`src/rtl/uart_pkg.sv`:
```
// Shared types and helpers for the buffered UART receive path.
// Holds the parity and receiver-state encodings plus the frame length calculation.
package uart_pkg;

  typedef enum logic [1:0] {
    NONE = 2'd0,
    ODD  = 2'd1,
    EVEN = 2'd2
  } parity_e;

  typedef enum logic [2:0] {
    IDLE,
    START,
    DATA,
    PAR,
    STOP,
    WAIT_IDLE
  } rx_state_e;

  function automatic int frame_bits(input int data_w, input int parity, input int stop_bits);
    return 1 + data_w + ((parity != 0) ? 1 : 0) + stop_bits;
  endfunction

endpackage

```
`src/rtl/uart_rx_buffered_fifo.sv`:
```
// fifo_sync: first-word fall-through FIFO, zero-latency read of the head; a push into a full FIFO
// is refused unless a pop happens in the same cycle; pop while empty is ignored.
module fifo_sync #(
  parameter int WIDTH = 8,
  parameter int DEPTH = 4
) (
  input  logic                     clk_i,
  input  logic                     rst_ni,
  input  logic                     push_i,
  input  logic [WIDTH-1:0]         data_i,
  input  logic                     pop_i,
  output logic [WIDTH-1:0]         data_o,
  output logic                     full_o,
  output logic                     empty_o,
  output logic [$clog2(DEPTH):0]   count_o
);

  localparam int AW = $clog2(DEPTH);

  logic [WIDTH-1:0] mem_q [DEPTH];
  logic [AW:0]      wr_q;
  logic [AW:0]      rd_q;
  logic             do_push;
  logic             do_pop;

  // Extra wrap bit: equal pointers mean empty, equal index with differing wrap means full.
  assign empty_o = (wr_q == rd_q);
  assign full_o  = (wr_q[AW] != rd_q[AW]) && (wr_q[AW-1:0] == rd_q[AW-1:0]);
  assign count_o = wr_q - rd_q;
  assign do_pop  = pop_i && !empty_o;
  assign do_push = push_i && (!full_o || do_pop);
  assign data_o  = empty_o ? '0 : mem_q[rd_q[AW-1:0]];

  always_ff @(posedge clk_i or negedge rst_ni) begin
    if (!rst_ni) begin
      wr_q <= '0;
      rd_q <= '0;
    end else begin
      if (do_push) wr_q <= wr_q + 1'b1;
      if (do_pop)  rd_q <= rd_q + 1'b1;
    end
  end

  always_ff @(posedge clk_i) begin
    if (do_push) mem_q[wr_q[AW-1:0]] <= data_i;
  end

endmodule

```
`src/rtl/uart_rx_buffered.sv`:
```
// UART receiver (configurable width/parity/stop) feeding a ready/valid FIFO; frame pushed at the final
// stop sample, visible one cycle later; consumer stalls via m_ready_i, new frames dropped when full.
module uart_rx_buffered
  import uart_pkg::*;
#(
  parameter int DATA_W       = 8,
  parameter int CLKS_PER_BIT = 16,
  parameter int PARITY       = 0,
  parameter int STOP_BITS    = 1,
  parameter int FIFO_DEPTH   = 4
) (
  input  logic                          clk_i,
  input  logic                          rst_ni,
  input  logic                          rxd_i,
  output logic [DATA_W-1:0]             m_data_o,
  output logic                          m_valid_o,
  input  logic                          m_ready_i,
  output logic [$clog2(FIFO_DEPTH):0]   count_o,
  output logic                          frame_err_o,
  output logic                          parity_err_o,
  output logic                          overflow_o
);

  localparam int BAUD_W = $clog2(CLKS_PER_BIT);
  localparam int BIT_W  = $clog2(frame_bits(DATA_W, PARITY, STOP_BITS));
  localparam parity_e PAR_MODE = parity_e'(PARITY[1:0]);

  if (DATA_W < 5 || DATA_W > 9) begin : g_bad_data_w
    $error("DATA_W must be 5..9");
  end
  if (CLKS_PER_BIT < 4) begin : g_bad_clks
    $error("CLKS_PER_BIT must be >= 4");
  end
  if (PARITY < 0 || PARITY > 2) begin : g_bad_parity
    $error("PARITY must be 0, 1 or 2");
  end
  if (STOP_BITS < 1 || STOP_BITS > 2) begin : g_bad_stop
    $error("STOP_BITS must be 1 or 2");
  end
  if (FIFO_DEPTH < 2 || (FIFO_DEPTH & (FIFO_DEPTH - 1)) != 0) begin : g_bad_depth
    $error("FIFO_DEPTH must be a power of two >= 2");
  end

  logic [1:0]        sync_q;
  logic              rxd_s;
  rx_state_e         state_q;
  logic [BAUD_W-1:0] baud_q;
  logic [BIT_W-1:0]  bit_q;
  logic [DATA_W-1:0] shift_q;
  logic              par_err_q;
  logic              stop_err_q;
  logic              frame_err_q;
  logic              parity_err_q;
  logic              overflow_q;
  logic              tick;
  logic              last_stop;
  logic              stop_bad;
  logic              push;
  logic              pop;
  logic              full;
  logic              empty;

  assign rxd_s     = sync_q[1];
  assign tick      = (baud_q == '0);
  assign last_stop = (state_q == STOP) && tick && (bit_q == BIT_W'(STOP_BITS - 1));
  assign stop_bad  = stop_err_q || !rxd_s;
  assign push      = last_stop && !stop_bad && !par_err_q;
  assign pop       = m_ready_i && !empty;

  assign m_valid_o    = !empty;
  assign frame_err_o  = frame_err_q;
  assign parity_err_o = parity_err_q;
  assign overflow_o   = overflow_q;

  always_ff @(posedge clk_i or negedge rst_ni) begin
    if (!rst_ni) sync_q <= 2'b11;
    else         sync_q <= {sync_q[0], rxd_i};
  end

  always_ff @(posedge clk_i or negedge rst_ni) begin
    if (!rst_ni) begin
      state_q      <= IDLE;
      baud_q       <= '0;
      bit_q        <= '0;
      shift_q      <= '0;
      par_err_q    <= 1'b0;
      stop_err_q   <= 1'b0;
      frame_err_q  <= 1'b0;
      parity_err_q <= 1'b0;
      overflow_q   <= 1'b0;
    end else begin
      frame_err_q  <= 1'b0;
      parity_err_q <= 1'b0;
      overflow_q   <= push && full && !pop;
      // Free-running baud counter; IDLE re-arms it at half a bit to land samples mid-bit.
      baud_q <= tick ? BAUD_W'(CLKS_PER_BIT - 1) : baud_q - 1'b1;
      case (state_q)
        IDLE: begin
          if (!rxd_s) begin
            state_q    <= START;
            baud_q     <= BAUD_W'(CLKS_PER_BIT / 2 - 1);
            bit_q      <= '0;
            par_err_q  <= 1'b0;
            stop_err_q <= 1'b0;
          end
        end
        START: begin
          if (tick) state_q <= rxd_s ? IDLE : DATA;
        end
        DATA: begin
          if (tick) begin
            shift_q <= {rxd_s, shift_q[DATA_W-1:1]};
            if (bit_q == BIT_W'(DATA_W - 1)) begin
              bit_q   <= '0;
              state_q <= (PAR_MODE == NONE) ? STOP : PAR;
            end else begin
              bit_q <= bit_q + 1'b1;
            end
          end
        end
        PAR: begin
          if (tick) begin
            par_err_q <= ((^shift_q) ^ rxd_s) != (PAR_MODE == ODD);
            state_q   <= STOP;
          end
        end
        STOP: begin
          if (last_stop) begin
            if (stop_bad) begin
              frame_err_q <= 1'b1;
              state_q     <= WAIT_IDLE;
            end else begin
              parity_err_q <= par_err_q;
              state_q      <= IDLE;
            end
          end else if (tick) begin
            stop_err_q <= !rxd_s;
            bit_q      <= bit_q + 1'b1;
          end
        end
        WAIT_IDLE: begin
          if (rxd_s) state_q <= IDLE;
        end
        default: state_q <= IDLE;
      endcase
    end
  end

  fifo_sync #(
    .WIDTH (DATA_W),
    .DEPTH (FIFO_DEPTH)
  ) u_fifo (
    .clk_i   (clk_i),
    .rst_ni  (rst_ni),
    .push_i  (push),
    .data_i  (shift_q),
    .pop_i   (m_ready_i),
    .data_o  (m_data_o),
    .full_o  (full),
    .empty_o (empty),
    .count_o (count_o)
  );

endmodule

```
`config.mk`:
```
export PLATFORM = sky130hd
export DESIGN_NAME = uart_rx_buffered
export DESIGN_NICKNAME = d
export VERILOG_FILES = /design/src/rtl/uart_pkg.sv /design/src/rtl/uart_rx_buffered_fifo.sv /design/src/rtl/uart_rx_buffered.sv
export SDC_FILE = /design/constraint.sdc
export NUM_CORES = 1
export LEC_CHECK = 0
export BUFFER_PORTS_ARGS = -buffer_cell sky130_fd_sc_hd__buf_4
export CAP_MARGIN = 20
export CORE_MARGIN = 1.5
export CORE_UTILIZATION = 35
export DETAILED_ROUTE_END_ITERATION = 10
export GPL_TIMING_DRIVEN = 0
export PLACE_DENSITY = 0.49
export SLEW_MARGIN = 20
export SYNTH_ARGS = -nofsm -noshare
export SYNTH_HDL_FRONTEND = slang
export SYNTH_SLANG_ARGS = --single-unit
```
`constraint.sdc`:
```
create_clock -name clk_i -period 5.4 [get_ports clk_i]
set_clock_uncertainty 0.05 [all_clocks]
set_input_delay 0.27 -clock clk_i [delete_from_list [all_inputs] [get_ports clk_i]]
set_output_delay 0.27 -clock clk_i [all_outputs]
set_load 0.01 [all_outputs]
```
Word level (Yosys, flattened, before mapping)
Memories as Yosys holds them, arrays and structs flattened.
Cells that the tools add are included.

operators by class
  mux-type cells = 34
  equal/unequal tests = 18
  bitwise gates (word level) = 1
  reductions and logical operators = 29
  $add $sub $neg = 5

operators with widths
  cell                                              count
  two-way mux 4 bit                                 8
  two-way mux 3 bit                                 8
  inequality test 2 bit, second input constant      9
  case mux 3 bit (6 select lines)                   1
  two-way mux 1 bit                                 12
  case mux 4 bit (3 select lines)                   1
  logical AND 1 bit                                 9
  logical NOT 4 bit                                 2
  two-way mux 8 bit                                 1
  XOR reduction 8 bit                               1
  AND reduction 7 bit                               1
  adder 3 x 1 -> 3 bit, second input constant       2
  == test 3 x 2 -> 1 bit, second input constant     2
  == test 3 bit, second input constant              2
  logical NOT 1 bit                                 6
  AND reduction 5 bit                               1
  adder 4 x 1 -> 4 bit, second input constant       1
  == test 4 x 3 -> 1 bit, second input constant     1
  case mux 1 bit (2 select lines)                   2
  AND reduction 4 bit                               1
  nonzero test 2 bit                                2
  subtractor 4 x 1 -> 4 bit, second input constant  1
  == test 3 x 1 -> 1 bit, second input constant     1
  == test 3 bit                                     1
  10 further kinds                                  11

word-level totals
  bits in registers = 32
  memory bits (writable) = 32
  memories = 1
  output and inout port bits = 15

memories
  name          depth  bits a word  read ports  clocked after memory_dff  write ports  line                         text
  u_fifo.mem_q  4      8            1           0                         1            uart_rx_buffered_fifo.sv:20  logic [WIDTH-1:0] mem_q [DEPTH];

Logic depth before layout (Yosys ltp)
Gate-level depths: netlist of the first run.

  depth in word-level cells = 8
  gate-level depth with buffers = 8
  gate-level depth less buffers = 7

Cells and area by module
Synthesis of the first run repeated with hierarchy kept, for this count alone.

unflattened totals
  cells, all modules = 226
  area, all modules = 3088.0 um2

by module, submodules not included
  module            instances  cells an instance  area each (um2)  seq. area each (um2)
  fifo_sync         1          95                 1665.3           1111.1
  uart_rx_buffered  1          131                1422.6           653.1

Least setup slack after synthesis of the first run
OpenSTA, ideal clock, no wires.

  path type = reg2reg
  from = register u_fifo.rd_q[1]
  to = memory u_fifo.mem_q[3][0], enable pin
  buffers on the path = 1
  library setup time = 0.339 ns
  path slack = 3.278 ns
  arrival time = 1.733 ns
  stages on the path, launching flop included = 8
  cells stage by stage = dfrtp_1 > clkbuf_1 > inv_1 > ha_1 > nand2_1 > nor3_1 > nor2_2 > and2_1

between the ends
  longest elaborated chain between the ends = 7

ends and longest elaborated chain
  item                                                    line                                                      text
  start: declaration                                      uart_rx_buffered_fifo.sv:22                               logic [AW:0] rd_q;
  start signal: assignment                                uart_rx_buffered_fifo.sv:40                               if (do_pop) rd_q <= rd_q + 1'b1;
  == test 3 bit or == test 2 bit (tied branches)          uart_rx_buffered_fifo.sv:27, uart_rx_buffered_fifo.sv:28
  logical NOT 1 bit or logical AND 1 bit (tied branches)  uart_rx_buffered_fifo.sv:30, uart_rx_buffered_fifo.sv:28
  logical AND 1 bit or logical NOT 1 bit (tied branches)  uart_rx_buffered_fifo.sv:30, uart_rx_buffered_fifo.sv:31
  logical OR 1 bit *                                      uart_rx_buffered_fifo.sv:31                               assign do_push = push_i && (!full_o || do_pop);
  logical AND 1 bit *                                     uart_rx_buffered_fifo.sv:31
  two-way mux 1 bit *                                     uart_rx_buffered_fifo.sv:45                               if (do_push) mem_q[wr_q[AW-1:0]] <= data_i;
  two-way mux 1 bit (not written as such) *               uart_rx_buffered_fifo.sv:45
  end: declaration                                        uart_rx_buffered_fifo.sv:20

Mark *: on every way between the ends. The rest lies on a longest branch, timed or not.

Worst setup path after layout of the first run
  from = register u_fifo.rd_q[1]
  to = output m_data_o[6]

between the ends
  longest elaborated chain between the ends = 2

ends and longest elaborated chain
  item                                                 line                         text
  memory (4 x 8 bit) or == test 3 bit (tied branches)  n/a
  two-way mux 8 bit *                                  uart_rx_buffered_fifo.sv:32  assign data_o = empty_o ? '0 : mem_q[rd_q[AW-1:0]];
  end: declaration                                     uart_rx_buffered.sv:15       output logic [DATA_W-1:0] m_data_o,

Marks and branches as above.

==> flow_summary.toml, run 1 <==
[run_status]
status = "completed"

[synth]
syn_inst = 219
syn-cell-area_sq_mm = 0.002954
ys_ff_latch = 64
ys_types = 43
synth_fp_nets = 234
synth-edff-count = 32
synth-main-ff-cell = "edfxtp_1"
synth_seq_area_share_pct = 59.72
async_flop_share_pct = 50.00
syn_area_per_cell_sq_um = 13.49
yosysWarnings = 0

[clocking]
clkLatencyLatePin_ns = 0.33
postCtsSetupRepairBufs = 0
clk_pin_slew_ns = 0.07
clockRootBuffer = "clkbuf_8"
htreeDepth = 3
cts_tree = "done"
numCtsBuffers = 9
cts_sinks = 64
clockBufferDepth = 2

[placement]
port_buffers = 18
dp_hpwl_mm = 3.488
pre_cts_ws_ns = 2.714
gp_congestion = 0.8140

[die]
start_util_pct = 36.13
die_h_um = 94.87
rows = 33
ioPinCount = 19
die_x_um = 94.87
die_area_sq_mm = 0.009000
coreArea_sq_mm = 0.008175

[grt]
grt_max_degree = 33
antenna_found_initial = 0
grtUsageTotal_pct = 12.89
grt_pass1_vias = 1718
grt_overflow = 0
grt_first_pass_wirelength_mm = 8.459

[layout]
multi_input_area_sq_mm = 0.001116
drive_above_1_share_pct = 23.92
antennaDiodeCount = 0
layout_common_cells = "edfxtp_1 (32), dfrtp_1 (30), buf_4 (18)"
fillers = 785
fin_util_pct = 42.32
area_growth_pct = 17.11
final_common_cell = "edfxtp_1"
nets = 265
register_area_sq_mm = 0.001764

[worst_setup_path]
arrival_ns = 2.37
path_class = "flip-flop to primary output"
path_buf_inv = 4
slowest_delay_ns = 0.48
cp_top_family = "buffers and inverters"
startpoint_type = "flip-flop"
worstPathCellList = "clkbuf_1 > inv_1 > ha_1 > nand3_1 > clkbuf_1 > and2_1 > buf_4"
crit_path_end_kind = "primary output"
critPathSlowestCell = "clkbuf_1"
cp_max_fo = 10
timing.critical_path.mode_cell = "clkbuf_1"
crit_required_ns = 5.08

[power_and_ir_drop]
p_leak_nw = 1.450
powerDensity_mw_per_mm2 = 426.7
vdd_drop_max_v = 0.0001485
totalPowerFinal_w = 0.001476

[detailed_routing]
vias = 1740
first_pass_iters = 4
vias_per_cell = 4.833
drt_iter0_markers = 59
wirelength_mm = 5.074
drtAntennaViolNets = 0
drc = 0
wl_per_cell_um = 14.09

[hold_path]
hp-class = "primary input to flip-flop"

[timing]
final-hold-violation-count = 0
period_share_pct = 49.89
period_needed_ns = 2.694
drv_slew = 0
setup_viol = 0
worst_pin_slew_ns = 0.5788
relSlewSlack_pct = 61.42
setup-tns-final_ns = 0
rsz0062_at_grt = "no"
timing.fmax_mhz = 371.2
worst_slack_ns = 2.706

[flow_run]
drv_cap = 0
flip-flops by register name (all words and copies together), names as in the netlist, 2 cells and up:
name / flops
baud_q: 4
bit_q: 4
shift_q: 8
state_q: 3
sync_q: 2
u_fifo.mem_q: 32
u_fifo.rd_q: 3
u_fifo.wr_q: 3
layer usage:
layer / up-vias / part of all wire, % / wire, um / GRT usage [%]
li1: 847 / - / - / -
met1: 859 / 46 / 2354 / 16.93
met2: 26 / 49 / 2488 / 19.58
met3: 8 / 3.1 / 158 / 3.623
met4: 0 / 1.4 / 72 / 6.219
met5: - / 0 / 0 / 0
path summary, 6_finish.rpt:
kind / start / endpoint / slack [ns] / cells after the start
worst min-delay path: m_ready_i / overflow_o / 0.09 / 2
max in group asynchronous: rst_ni / sync_q[1] / 4.61 / 2
worst min register to register: sync_q[0] / sync_q[1] / 0.31 / 0
min in group asynchronous: rst_ni / bit_q[0] / 0.36 / 2
worst max-delay path: u_fifo.rd_q[1] / m_data_o[6] / 2.71 / 7
worst max register to register: u_fifo.rd_q[1] / u_fifo.mem_q[3][6] / 2.81 / 7
synthesized netlist by cell type (2+ instances only):
library cell	number	share of area [%]
nand3_1	4	0.68
mux4_2	8	6.1
nor2_1	8	1.0
a21oi_1	5	0.85
inv_1	12	1.5
mux2_2	9	3.4
dfrtp_1	30	25
ha_1	10	4.2
dfstp_2	2	1.8
clkbuf_1	4	0.51
o21ai_0	7	1.2
a22o_1	2	0.59
xor2_1	2	0.59
xnor2_1	13	3.9
nor3b_2	2	0.85
buf_2	2	0.34
o21ai_1	2	0.34
edfxtp_1	32	33
nor3_1	7	1.2
nand2_1	17	2.2
nor3b_1	2	0.51
o22ai_1	2	0.42
nand2b_1	5	1.1
and2_1	13	2.8
stage by stage:
stage | hold WS, ns | cells | instance area, sq um
finish | 0.08707 | 360 | 3460
global route | 0.07306 | 360 | 3460
CTS | 0.06541 | 360 | 3460
detailed placement | 0.1919 | 342 | 3221
global placement | 0.1905 | 342 | 3221
floorplan | -0.07559 | 219 | 2954
cells by family after synthesis:
| kind of cell | Yosys count | share of synthesized area, % |
|---|---|---|
| DFF | 64 | 59.72 |
| buffers and inverters | 19 | 2.499 |
| xor gates and xnor gates | 15 | 4.447 |
| AOI/OAI and AO/OA | 26 | 5.972 |
| adders and majority gates | 11 | 4.913 |
| muxes | 17 | 9.530 |
| and+or+nand+nor | 67 | 12.92 |
power breakdown:
| group | internal [W] | switching [W] | total (W) |
|---|---|---|---|
| Sequential | 0.000562 | 0.0000500 | 0.000612 |
| Clock | 0.000260 | 0.000187 | 0.000447 |
| Combinational | 0.000189 | 0.000228 | 0.000417 |
| Total | 0.00101 | 0.000465 | 0.00148 |
final cells by class:
class | count | area share [%]
buffer | 7 | 0.8318
clock buffer | 9 | 3.580
clock inverter | 7 | 2.749
inverter | 12 | 1.302
multi-input combinational | 136 | 32.26
sequential | 64 | 50.99
tap | 105 | 3.797
timing repair buffer | 20 | 4.485
what timing repair did:
action                                  CTS  global route
endpoints found under the setup margin    0             0
resized for setup                         0             0
hold buffers                              2             0
hold endpoints to repair                 31             0
Power figures use the tool's default switching activity.
==> run 2: changes to the inputs <==
Settings changed: ABC_AREA set to 1, PLACE_DENSITY 0.49 to 0.51.
Clock period 5.4 ns to 2.3 ns, I/O delays scaled along.
==> flow_summary.toml, run 2 <==
[power_and_ir_drop]
p_leak_nw = 1.631
vdd_drop_max_v = 0.0004109
powerDensity_mw_per_mm2 = 1197

[layout]
antennaDiodeCount = 0
largest_register_ffs = 32
instances_no_fill = 480
layout_common_cells = "nand2_1 (68), nor2_1 (45), inv_1 (35)"
final_common_cell = "nand2_1"
fillers = 894
postLayoutCellArea_sq_mm = 0.003687
fin_util_pct = 42.49
multi_input_area_sq_mm = 0.001214
area_growth_pct = 18.02
drive_above_1_share_pct = 19.62
nets = 382
register_area_sq_mm = 0.001765

[clocking]
cts_sinks = 64
clkLatencyLatePin_ns = 0.34
cts_tree = "done"
clk_pin_slew_ns = 0.07
htreeDepth = 3
clockBufferDepth = 2
numCtsBuffers = 9
clockRootBuffer = "clkbuf_8"

[synth]
yosys-top-cells-area = "edfxtp_1 (31%), dfrtp_1 (24%), nand2_1 (8.2%)"
synthTopCellsByCount = "nand2_1 (68), nor2_1 (49), inv_1 (35)"
yosysMostFrequentCell = "nand2_1"
syn-cell-area_sq_mm = 0.003124
async_flop_share_pct = 50.00
ys_ff_latch = 64
syn_inst = 335
yosysWarnings = 0
yosys.area.top_type = "edfxtp_1"
synth_fp_nets = 350
syn_area_per_cell_sq_um = 9.326
synth-edff-count = 32
yosysTopAreaCellShare_pct = 30.76
synth_seq_area_share_pct = 56.47
ys_types = 29
synth-main-ff-cell = "edfxtp_1"

[worst_setup_path]
slowest_delay_ns = 0.44
r2r_setup_slack_ns = 0.25
startpoint_type = "flip-flop"
r2r-end = "u_fifo.mem_q[3][2]"
cp_top_family = "buffers and inverters"
worstPathCellList = "inv_2 > ha_1 > nand2_1 > inv_1 > nand2_1 > inv_1 > a21oi_1 > buf_4"
path_class = "flip-flop to primary output"
path_buf_inv = 4
arrival_ns = 1.93
crit_required_ns = 2.13
crit_path_end_kind = "primary output"
r2r_start = "u_fifo.rd_q[1]"
cp_max_fo = 10
critPathSlowestCell = "dfrtp_2"
reg2reg_depth = 9

[timing]
setup_viol = 0
relSlewSlack_pct = 72.02
drv_slew = 0
period_share_pct = 91.15
rsz0062_at_grt = "no"
worst_pin_slew_ns = 0.4197
period_needed_ns = 2.097
final-hold-violation-count = 0
timing.fmax_mhz = 477.0

[hold_path]
min_to = "u_fifo.rd_q[2]"
hold_path_depth = 3
min_from = "m_ready_i"
hp-class = "primary input to flip-flop"

[placement]
dp.cells = 461
port_buffers = 18
placed_area_sq_mm = 0.003395
gp_congestion = 0.7978
dp_hpwl_mm = 4.225

[run_status]
status = "completed"

[grt]
grt_max_degree = 33
grtUsageTotal_pct = 13.84
antenna_found_initial = 0
grt_pass1_vias = 2205
grt_first_pass_wirelength_mm = 10.45
grt_overflow = 0

[detailed_routing]
drtAntennaViolNets = 0
vias_per_cell = 4.554
drc = 0
vias = 2186
drt_iter0_markers = 76
wl_per_cell_um = 12.48
first_pass_iters = 4
wirelength_mm = 5.992

[die]
rows = 34
ioPinCount = 19
die_h_um = 97.48
die_area_sq_mm = 0.009502
start_util_pct = 36.00
coreArea_sq_mm = 0.008678
die_x_um = 97.48

[flow_run]
drv_cap = 0
-- run 2: worst max path at each step --
stage / slack, ns / to / cells past startpoint / start
4_1_cts: -0.04 / u_fifo.mem_q[0][2] / 9 / u_fifo.rd_q[1]
3_5_place_dp: -0.57 / u_fifo.mem_q[0][4] / 10 / u_fifo.rd_q[1]
6_report: 0.20 / m_data_o[3] / 8 / u_fifo.rd_q[1]
5_1_grt: 0.05 / m_data_o[3] / 8 / u_fifo.rd_q[1]
2_1_floorplan: -0.003 / u_fifo.mem_q[2][0] / 10 / u_fifo.rd_q[1]
3_3_place_gp: -0.58 / u_fifo.mem_q[1][5] / 10 / u_fifo.rd_q[1]
-- run 2: worst reg2reg max path, cell delays in order (launching register included) --
cell and delay [ns]:
dfrtp_2 0.44, inv_2 0.16, ha_1 0.26, nand2_1 0.08
nor2_1 0.04, nand2_1 0.11, inv_1 0.09, nor2_4 0.15
inv_2 0.11, nor2_4 0.25
-- run 2: metal layers --
| layer | vias up | track usage (%) | wire, um |
|---|---|---|---|
| li1 | 1145 | - | - |
| met1 | 1013 | 17.63 | 2842 |
| met2 | 23 | 22.70 | 2911 |
| met3 | 5 | 3.453 | 151 |
| met4 | 0 | 5.275 | 87 |
| met5 | - | 0 | 0 |
-- run 2: kinds of logic (layout without fill, tap and decap cells) --
family / after synthesis / in the layout / synth area share (%)
simple gates: 155 / 155 / 22.15
mux: 1 / 1 / 0.3604
buf+inv: 46 / 83 / 5.647
compound gates: 47 / 47 / 7.649
flops: 64 / 64 / 56.47
xor+xnor: 11 / 11 / 3.084
fa+ha+maj: 11 / 11 / 4.646
-- run 2: what timing repair did --
| action | 4_1_cts | 5_1_grt |
|---|---|---|
| gates resized for setup | 6 | 5 |
| buffers inserted | 0 | 2 |
| hold endpoints to repair | 31 | 0 |
| setup endpoints to repair | 40 | 32 |
| hold buffers | 2 | 0 |
-- run 2: cell type report --
class                      count  share of cell area, %
clock inverter                 7                  2.850
timing repair buffer          22                  4.615
buffer                         4                 0.5429
multi-input combinational    225                  32.91
inverter                      41                  4.174
tap                          108                  3.665
sequential                    64                  47.88
clock buffer                   9                  3.359
-- run 2: where the power goes --
part	internal (W)	switching [W]	total [W]
clock	0.000623	0.000477	0.00110
sequential	0.00135	0.000145	0.00150
combinational	0.000718	0.00109	0.00181
-- run 2: metrics by stage --
step	hold WS [ns]	setup TNS [ns]	worst slack, ns	total power (W)
after global placement	0.04153	-17.39	-0.5764	0.003289
after CTS	0.03167	-0.5745	-0.04416	0.004445
after global routing	0.07334	0	0.05402	0.004794
after floorplan	-0.2306	-0.08505	-0.002696	0.002716
after detailed placement	0.04500	-17.49	-0.5678	0.003319
final	0.04346	0	0.2035	0.004413
==> run 3: changes to the inputs <==
Settings changed: CELL_PAD_IN_SITES_DETAIL_PLACEMENT set to 1, CELL_PAD_IN_SITES_GLOBAL_PLACEMENT set to 2, CORE_UTILIZATION 35 to 34, PLACE_DENSITY 0.51 to 0.72.
==> flow_summary.toml, run 3 (synthesis results as in run 2) <==
[layout]
drive_above_1_share_pct = 20.59
nets = 384
register_area_sq_mm = 0.001764
fillers = 1021
final_common_cell = "nand2_1"
largest_register_ffs = 32
multi_input_area_sq_mm = 0.001229
postLayoutCellArea_sq_mm = 0.003751
layout_common_cells = "nand2_1 (68), nor2_1 (45), inv_1 (34)"
instances_no_fill = 482
antennaDiodeCount = 0
area_growth_pct = 20.06

[detailed_routing]
vias = 2298
wirelength_mm = 6.983
first_pass_iters = 7
drtAntennaViolNets = 0
wl_per_cell_um = 14.49
vias_per_cell = 4.768
drt_iter0_markers = 45
drc = 2

[grt]
grt_pass1_vias = 2455
grt_first_pass_wirelength_mm = 11.72
grt_max_degree = 33
grtUsageTotal_pct = 15.61
grt_overflow = 0
antenna_found_initial = 0

[placement]
pre_cts_ws_ns = -0.7353
dp.cells = 461
placed_area_sq_mm = 0.003395
dp_hpwl_mm = 4.856
port_buffers = 18
gp_congestion = 0.6992

[power_and_ir_drop]
vdd_drop_max_v = 0.0004740
powerDensity_mw_per_mm2 = 1214
p_leak_nw = 1.649

[worst_setup_path]
startpoint_type = "flip-flop"
crit_required_ns = 2.27
path_class = "flip-flop to flip-flop"
worstPathCellList = "buf_8 > inv_6 > ha_1 > nand2_1 > nor2_1 > nand2_1 > inv_1 > nor2_4 > inv_2 > nor2_4"
cp_max_fo = 10
crit_path_end_kind = "flip-flop"
slowest_delay_ns = 0.42
path_buf_inv = 4
arrival_ns = 2.16
critPathSlowestCell = "dfrtp_1"
cp_top_family = "simple AND/OR/NAND/NOR gates"

[timing]
period_share_pct = 95.22
setup_viol = 0
timing.fmax_mhz = 456.6
drv_slew = 0
setup-tns-final_ns = 0
worst_slack_ns = 0.1099
period_needed_ns = 2.190
final-hold-violation-count = 0
fin_hold_ws_ns = 0.05482
worst_pin_slew_ns = 0.4421
relSlewSlack_pct = 70.53

[die]
rows = 34
die_x_um = 98.86
die_h_um = 98.86
coreArea_sq_mm = 0.008806
start_util_pct = 35.48
ioPinCount = 19
die_area_sq_mm = 0.009773

[clocking]
cts_sinks = 64
clockRootBuffer = "clkbuf_8"
clk_pin_slew_ns = 0.08
numCtsBuffers = 9
htreeDepth = 3
cts_tree = "done"
clockBufferDepth = 2
clkLatencyLatePin_ns = 0.34

[hold_path]
hp-class = "primary input to flip-flop"

[flow_run]
drv_cap = 0

[run_status]
status = "complete, but fails checks"
violations = "design-rule violations"
run 3: cell count changes in the layout (fill, tap and decap cells not counted), sizes merged:
cell,change
inv,+1
buf,+2
clkinv,-1
run 3: metrics by stage:
stage | total power, W | utilization [%]
after CTS | 0.004575 | 41.84
after floorplan | 0.002716 | -
after detailed placement | 0.003394 | 38.55
after global routing | 0.004930 | 42.60
final | 0.004555 | 42.60
after global placement | 0.003356 | 38.55
run 3: worst reg2reg max path: cells and delay by family (launching register included):
| family | cells | cell delay [ns] |
|---|---|---|
| adder cells (fa/ha/maj) | 1 | 0.29 |
| buffers and inverters | 4 | 0.43 |
| flip-flops | 1 | 0.42 |
| AND/OR/NAND/NOR | 5 | 0.66 |
run 3: layout make-up:
| cell class | count | area share [%] |
|---|---|---|
| sequential | 64 | 47.03 |
| clock buffer | 9 | 3.302 |
| clock inverter | 7 | 2.735 |
| buffer | 5 | 0.9340 |
| timing repair buffer | 23 | 5.404 |
| inverter | 41 | 4.236 |
| tap | 108 | 3.602 |
| multi-input combinational | 225 | 32.76 |
run 3: report_power, final:
| part | leakage, nW | internal (W) | switching (W) |
|---|---|---|---|
| Sequential | 0.680 | 0.00135 | 0.000148 |
| Clock | 0.110 | 0.000622 | 0.000497 |
| Combinational | 0.859 | 0.000747 | 0.00119 |
run 3: path summary, 6_finish.rpt:
path	from	endpoint	slack [ns]	depth (start not counted)
min	m_ready_i	u_fifo.rd_q[2]	0.05	3
max	u_fifo.rd_q[1]	u_fifo.mem_q[3][4]	0.11	10
max in group asynchronous	rst_ni	sync_q[1]	1.65	2
min reg2reg	sync_q[0]	sync_q[1]	0.31	0
max reg2reg	u_fifo.rd_q[1]	u_fifo.mem_q[3][4]	0.11	10
min in group asynchronous	rst_ni	u_fifo.rd_q[1]	0.21	2
run 3: metal layers:
| layer | vias up | wire length, um | global-route usage (%) |
|---|---|---|---|
| met4 | 0 | 108 | 6.264 |
| li1 | 1159 | - | - |
| met5 | - | 0 | 0 |
| met3 | 8 | 159 | 3.404 |
| met1 | 1106 | 3418 | 19.84 |
| met2 | 25 | 3295 | 25.94 |
run 3: timing repair:
item	in CTS	in global routing
cloned	0	0
hold buffers	2	0
gates resized for setup	14	5
endpoints found under the setup margin	41	40
endpoints found under the hold margin	31	0
pin swaps	0	3
buffers inserted	0	3
